[src/rtl/lsu_dmem_master_pkg.sv]
// Shared definitions for the load/store data-memory master: RV32I funct3
// encodings, FSM state encoding and the access legality check.
package lsu_dmem_master_pkg;

    localparam logic [2:0] F3_B  = 3'b000;
    localparam logic [2:0] F3_H  = 3'b001;
    localparam logic [2:0] F3_W  = 3'b010;
    localparam logic [2:0] F3_BU = 3'b100;
    localparam logic [2:0] F3_HU = 3'b101;

    typedef enum logic [1:0] {
        ST_IDLE   = 2'd0,
        ST_ACCESS = 2'd1,
        ST_WRITE  = 2'd2,
        ST_RESP   = 2'd3
    } lsu_state_t;

    // One flag for any reason the access must not touch memory:
    // bad funct3 for the direction, misaligned H/W, or word index past the end.
    function automatic logic access_err(input logic        we,
                                        input logic [2:0]  f3,
                                        input logic [31:0] addr,
                                        input int unsigned depth);
        logic legal;
        logic misal;
        logic oor;
        case (f3)
            F3_B, F3_H, F3_W: legal = 1'b1;
            F3_BU, F3_HU:     legal = ~we;
            default:          legal = 1'b0;
        endcase
        misal = (((f3 == F3_H) || (f3 == F3_HU)) && addr[0]) ||
                ((f3 == F3_W) && (addr[1:0] != 2'b00));
        oor   = ({2'b00, addr[31:2]} >= depth);
        return ~legal | misal | oor;
    endfunction

endpackage

[src/rtl/lsu_lane_unit.sv]
// Byte/halfword lane handling: extract and extend load data from a memory
// word, and merge sub-word store data into a memory word.
module lsu_lane_unit
    import lsu_dmem_master_pkg::*;
(
    input  logic [2:0]  funct3,
    input  logic [1:0]  byte_off,
    input  logic [31:0] word,
    input  logic [31:0] wdata,
    output logic [31:0] load_data,
    output logic [31:0] store_data
);

    logic [7:0]  byte_sel;
    logic [15:0] half_sel;

    // Lane select, load extension and store merge; untouched lanes keep the old word.
    always_comb begin
        byte_sel   = word[{byte_off, 3'b000} +: 8];
        half_sel   = byte_off[1] ? word[31:16] : word[15:0];
        load_data  = word;
        store_data = word;
        case (funct3)
            F3_B:  load_data = {{24{byte_sel[7]}}, byte_sel};
            F3_H:  load_data = {{16{half_sel[15]}}, half_sel};
            F3_BU: load_data = {24'h0, byte_sel};
            F3_HU: load_data = {16'h0, half_sel};
            default: load_data = word;
        endcase
        case (funct3)
            F3_B: store_data[{byte_off, 3'b000} +: 8] = wdata[7:0];
            F3_H: begin
                if (byte_off[1]) store_data[31:16] = wdata[15:0];
                else             store_data[15:0]  = wdata[15:0];
            end
            F3_W: store_data = wdata;
            default: store_data = word;
        endcase
    end

endmodule

[src/rtl/lsu_dmem_master.sv]
// Load/store initiator between the Memory stage and a word-addressed data
// memory with combinational read and synchronous whole-word write.
//
//   state     | meaning
//   ----------+-------------------------------------------------------------
//   ST_IDLE   | ready for a request; latch it on req_valid
//   ST_ACCESS | drive word address, check errors, read/extend or write SW
//   ST_WRITE  | write back the read-modify-write word for SB/SH
//   ST_RESP   | one-cycle response pulse with registered rdata/err
module lsu_dmem_master
    import lsu_dmem_master_pkg::*;
#(
    parameter int unsigned DEPTH_WORDS = 64
) (
    input  logic        clk,
    input  logic        reset_n,
    input  logic        req_valid,
    output logic        req_ready,
    input  logic        req_we,
    input  logic [2:0]  req_funct3,
    input  logic [31:0] req_addr,
    input  logic [31:0] req_wdata,
    output logic        resp_valid,
    output logic [31:0] resp_rdata,
    output logic        resp_err,
    output logic [31:0] mem_a,
    output logic [31:0] mem_wd,
    output logic        mem_we,
    input  logic [31:0] mem_rd
);

    lsu_state_t  state, state_nxt;
    logic        we_q;
    logic [2:0]  f3_q;
    logic [31:0] addr_q;
    logic [31:0] wdata_q;
    logic [31:0] rdata_q;
    logic        err_q;
    logic [31:0] merged_q;
    logic        err;
    logic        mem_we_raw;
    logic [31:0] load_data;
    logic [31:0] store_data;

    assign err = access_err(we_q, f3_q, addr_q, DEPTH_WORDS);

    lsu_lane_unit u_lane (
        .funct3     (f3_q),
        .byte_off   (addr_q[1:0]),
        .word       (mem_rd),
        .wdata      (wdata_q),
        .load_data  (load_data),
        .store_data (store_data)
    );

    // State register.
    always_ff @(posedge clk) begin
        if (!reset_n) state <= ST_IDLE;
        else          state <= state_nxt;
    end

    // Request capture and per-access result registers.
    always_ff @(posedge clk) begin
        if (!reset_n) begin
            we_q     <= 1'b0;
            f3_q     <= 3'b000;
            addr_q   <= 32'h0;
            wdata_q  <= 32'h0;
            rdata_q  <= 32'h0;
            err_q    <= 1'b0;
            merged_q <= 32'h0;
        end else begin
            case (state)
                ST_IDLE: begin
                    if (req_valid) begin
                        we_q    <= req_we;
                        f3_q    <= req_funct3;
                        addr_q  <= req_addr;
                        wdata_q <= req_wdata;
                    end
                end
                ST_ACCESS: begin
                    err_q    <= err;
                    rdata_q  <= (err || we_q) ? 32'h0 : load_data;
                    merged_q <= store_data;
                end
                default: ;
            endcase
        end
    end

    // Next-state and output decode.
    always_comb begin
        state_nxt  = state;
        req_ready  = 1'b0;
        resp_valid = 1'b0;
        resp_rdata = 32'h0;
        resp_err   = 1'b0;
        mem_a      = 32'h0;
        mem_wd     = 32'h0;
        mem_we_raw = 1'b0;
        case (state)
            ST_IDLE: begin
                req_ready = 1'b1;
                if (req_valid) state_nxt = ST_ACCESS;
            end
            ST_ACCESS: begin
                mem_a = {addr_q[31:2], 2'b00};
                if (err || !we_q) begin
                    state_nxt = ST_RESP;
                end else if (f3_q == F3_W) begin
                    mem_we_raw = 1'b1;
                    mem_wd     = wdata_q;
                    state_nxt  = ST_RESP;
                end else begin
                    state_nxt = ST_WRITE;
                end
            end
            ST_WRITE: begin
                mem_a      = {addr_q[31:2], 2'b00};
                mem_wd     = merged_q;
                mem_we_raw = 1'b1;
                state_nxt  = ST_RESP;
            end
            ST_RESP: begin
                resp_valid = 1'b1;
                resp_rdata = rdata_q;
                resp_err   = err_q;
                state_nxt  = ST_IDLE;
            end
            default: state_nxt = ST_IDLE;
        endcase
    end

    // Reset is sampled at the same edge the memory would write, so the write
    // strobe is killed as soon as reset_n falls to keep an aborted RMW out of memory.
    assign mem_we = mem_we_raw & reset_n;

endmodule

[config.mk]
export PLATFORM = sky130hd
export DESIGN_NAME = lsu_dmem_master
export DESIGN_NICKNAME = d
export VERILOG_FILES = /design/src/rtl/lsu_dmem_master_pkg.sv /design/src/rtl/lsu_lane_unit.sv /design/src/rtl/lsu_dmem_master.sv
export SDC_FILE = /design/constraint.sdc
export NUM_CORES = 1
export LEC_CHECK = 0
export CORE_UTILIZATION = 45
export CTS_CLUSTER_SIZE = 20
export DETAILED_ROUTE_END_ITERATION = 6
export GPL_TIMING_DRIVEN = 0
export MAX_ROUTING_LAYER = met4
export PLACE_DENSITY = 0.85
export SYNTH_ARGS = -nofsm -noshare
export SYNTH_HDL_FRONTEND = slang
export SYNTH_HIERARCHICAL = 1
export SYNTH_SLANG_ARGS = --single-unit
[constraint.sdc]
create_clock -name clk -period 3.79 [get_ports clk]
set_clock_uncertainty 0.1 [all_clocks]
set_input_delay 0.758 -clock clk [delete_from_list [all_inputs] [get_ports clk]]
set_output_delay 0.758 -clock clk [all_outputs]
set_load 0.02 [all_outputs]
==> results of run 1 <==
[where the power goes]
part           switching, W  internal (W)
Clock              0.000613      0.000959
Combinational       0.00147      0.000960
Sequential         0.000263       0.00167
[cells in the mapped netlist (2+ instances only)]
cell type	n
dfxtp_1	135
clkbuf_1	49
a21o_1	2
buf_2	13
o22a_1	7
and4_1	3
nor3b_1	2
a31oi_1	4
mux4_2	2
nand2_1	258
nor3_1	8
a221o_1	21
nor2b_1	41
buf_4	6
or4_4	2
inv_1	7
buf_1	9
nor4_1	4
a21oi_1	13
a32o_1	32
buf_8	3
a22o_1	13
and2_1	65
mux2i_1	38
a22oi_1	20
o22ai_1	7
o21ai_0	36
a21boi_0	69
buf_6	3
nor2_1	26
ha_1	9
o21bai_1	4
o21a_1	5
nand2b_1	4
[placed cells by master, fill, tap and decap left out, drive strengths merged, types with 20 or more instances in the layout]
| cell type | n |
|---|---|
| nand2 | 259 |
| clkdlybuf4s50 | 189 |
| dfxtp | 135 |
| clkbuf | 70 |
| a21boi | 69 |
| and2 | 66 |
| nor2b | 41 |
| mux2i | 38 |
| o21ai | 36 |
| buf | 34 |
| a32o | 32 |
| nor2 | 27 |
| a221o | 21 |
| a22oi | 20 |
[state kept, by name (all words and copies together) (netlist names)]
| signal | flops |
|---|---|
| addr_q | 32 |
| merged_q | 32 |
| rdata_q | 32 |
| wdata_q | 32 |
| f3_q | 3 |
| state | 2 |
| err_q | 1 |
| we_q | 1 |
[worst max-delay path: cells and delay by family (launching register included)]
kind | cells | cell delay [ns]
simple gates | 3 | 0.97
buf+inv | 3 | 0.92
compound gates | 1 | 0.21
flops | 1 | 0.33
[what timing repair did]
item | 4_1_cts | 5_1_grt
resized for setup | 5 | 24
endpoints found under the setup margin | 32 | 31
pin swaps | 0 | 0
endpoints found under the hold margin | 0 | 0
[routing by layer]
| metal | global-route usage (%) | vias up | share of wire [%] |
|---|---|---|---|
| met5 | - | - | 0 |
| met4 | 11.6 | 0 | 3.2 |
| met3 | 7.10 | 80 | 8.9 |
| met2 | 47.5 | 461 | 46 |
| met1 | 39.2 | 3680 | 42 |
| li1 | - | 3728 | - |
[logic make-up after synthesis]
logic type	after synthesis	share of synthesized area [%]
adders and majority gates	9	1.49
buffers and inverters	91	5.77
other	1	0.0495
DFF	135	35.7
AOI/OAI and AO/OA	244	24.8
muxes	41	5.77
and+or+nand+nor	425	26.5
[metrics by stage]
stage / worst slack [ns] / util, % / cell area, µm²
floorplan: 1.22 / - / 7580
global placement: -0.173 / 59.6 / 9850
detailed placement: -0.132 / 59.6 / 9850
CTS: 0.0517 / 63.0 / 10400
global route: 0.00103 / 63.4 / 10500
finish: 0.0864 / 63.4 / 10500
[final cells by class]
| cell class | count | area share, % |
|---|---|---|
| Inverter | 8 | 0.287 |
| Timing Repair Buffer | 200 | 19.4 |
| Multi-Input combinational cell | 721 | 42.7 |
| Buffer | 82 | 3.94 |
| Clock buffer | 22 | 4.24 |
| Sequential cell | 135 | 25.8 |
| Clock inverter | 9 | 0.992 |
| Tap cell | 220 | 2.63 |
[how the worst max path moves through the flow]
stage | from | to | slack (ns) | cells after the start
2_1_floorplan | addr_q[0] | mem_wd[0] | 1.22 | 5
3_3_place_gp | reset_n | mem_we | -0.17 | 5
3_5_place_dp | reset_n | mem_we | -0.13 | 5
4_1_cts | state[0] | mem_wd[10] | 0.05 | 7
5_1_grt | addr_q[12] | mem_wd[11] | 0.001 | 7
6_report | addr_q[12] | mem_wd[23] | 0.09 | 7
==> results.cfg, run 1 <==
[worst_setup_path]
r2r-start = addr_q[1]
cp-end-kind = primary output
cp_data_arrival_time_ns = 2.85
slowest_delay_ns = 0.62
reg2reg_slack_ns = 0.32
worstPathRequired_ns = 2.93
start_kind = flip-flop
cp_slowest_cell = clkdlybuf4s50_1
r2r-end = merged_q[20]
path_class = reg -> out
path_cells = or4_4 > nor2_4 > and4_1 > buf_6 > buf_8 > a32o_1 > clkdlybuf4s50_1
reg2reg_depth = 9
worstPathMaxFanout = 10

[final_layout]
drive_above_1_share_pct = 6.46
layout.nets = 1277
syn2layout_area_growth_pct = 38.3
n_antenna_cell = 0
nFillCells = 1396
layout.cells.non_filler = 1397
register_area_um2 = 2700
multi_input_area_um2 = 4470

[placement]
io_buffers = 200
gp_congestion = 0.948
place_inst = 1367
dp_hpwl_mm = 19.5

[logic_synthesis]
synth_flop_cell = dfxtp_1
synth_warnings = 6
synthTopCellsByArea = dfxtp_1 36%, nand2_1 13%, a21boi_0 6.8%, and2_1 5.4%, mux2i_1 5.0%
syn_inst = 946
synth_cell_type_count = 60
synth-async-reset-ratio_pct = 0
synth_seq_cells = 135
syn_avg_cell_area_um2 = 8.00
yosysTopAreaCell = dfxtp_1
synth_top_cell_area_share_pct = 35.7
ys_seq_area_share_pct = 35.7
syn_area_um2 = 7570
synth-edff-count = 0

[sta]
fin_crit_sh_pct = 97.7
hold_violations = 0
setup_tns_ns = 0
finalCriticalPeriod_ns = 3.70
finalSetupViolations = 0
rsz0062_at_grt = false
slew_violations = 0
hold_ws_ns = 0.344
worst_pin_slew_ns = 0.721
relSlewSlack_pct = 51.9
timing.fmax_mhz = 270

[floorplanning]
core_area_um2 = 16500
die_y_um = 132
io_pins = 203
rows = 47
die_area_um2 = 17400
die_x_um = 132
start_util_pct = 45.8

[drt]
antenna_left = 0
dr.pass1.iters = 7
wirelength_mm = 25.6
drcViolationCount = 0
drtIter0Drc = 809
via_per_inst = 5.69
wl_per_cell_um = 18.3
vias = 7949

[flow_run]
cap_violations = 0

[clocking]
clock_latency_ns = 0.42
cts_tree = yes
cts_buffers = 17
cts_sinks = 135
post_cts.repair.setup_buffers = 0
path_clk_slew_ns = 0.05
h-tree-depth = 4
clock_path_buffers = 2
ctsHoldBuffers = 0
cts_root_buf = clkbuf_16

[hold_path]
hp-class = reg -> reg
holdPathStages = 2
holdPathEnd = rdata_q[27]
min_from = rdata_q[27]

[global_routing]
grt_pass1_vias = 7499
grt_pass1_wl_mm = 40.6
grt_usage_pct = 30.8
gr-total-overflow = 0
grt_max_degree = 17
antenna_found_initial = 0

[power]
p_leak_nw = 4.14
pwr_density_cell_nw_per_um2 = 567
max-vdd-ir-drop_mv = 0.388
finalPower_w = 0.00594

[status]
status = completed
Note: power is estimated with default switching activity, not from simulation.
==> run 2, diff against run 1 <==
--- a/config.mk
+++ b/config.mk
@@ -6,7 +6,7 @@
 export NUM_CORES = 1
 export LEC_CHECK = 0
 export CORE_UTILIZATION = 45
-export CTS_CLUSTER_SIZE = 20
+export CTS_CLUSTER_SIZE = 10
 export DETAILED_ROUTE_END_ITERATION = 6
 export GPL_TIMING_DRIVEN = 0
 export MAX_ROUTING_LAYER = met4
==> results of run 2 <==
No change in the layout: final DEF, timing and power equal those of run 1.
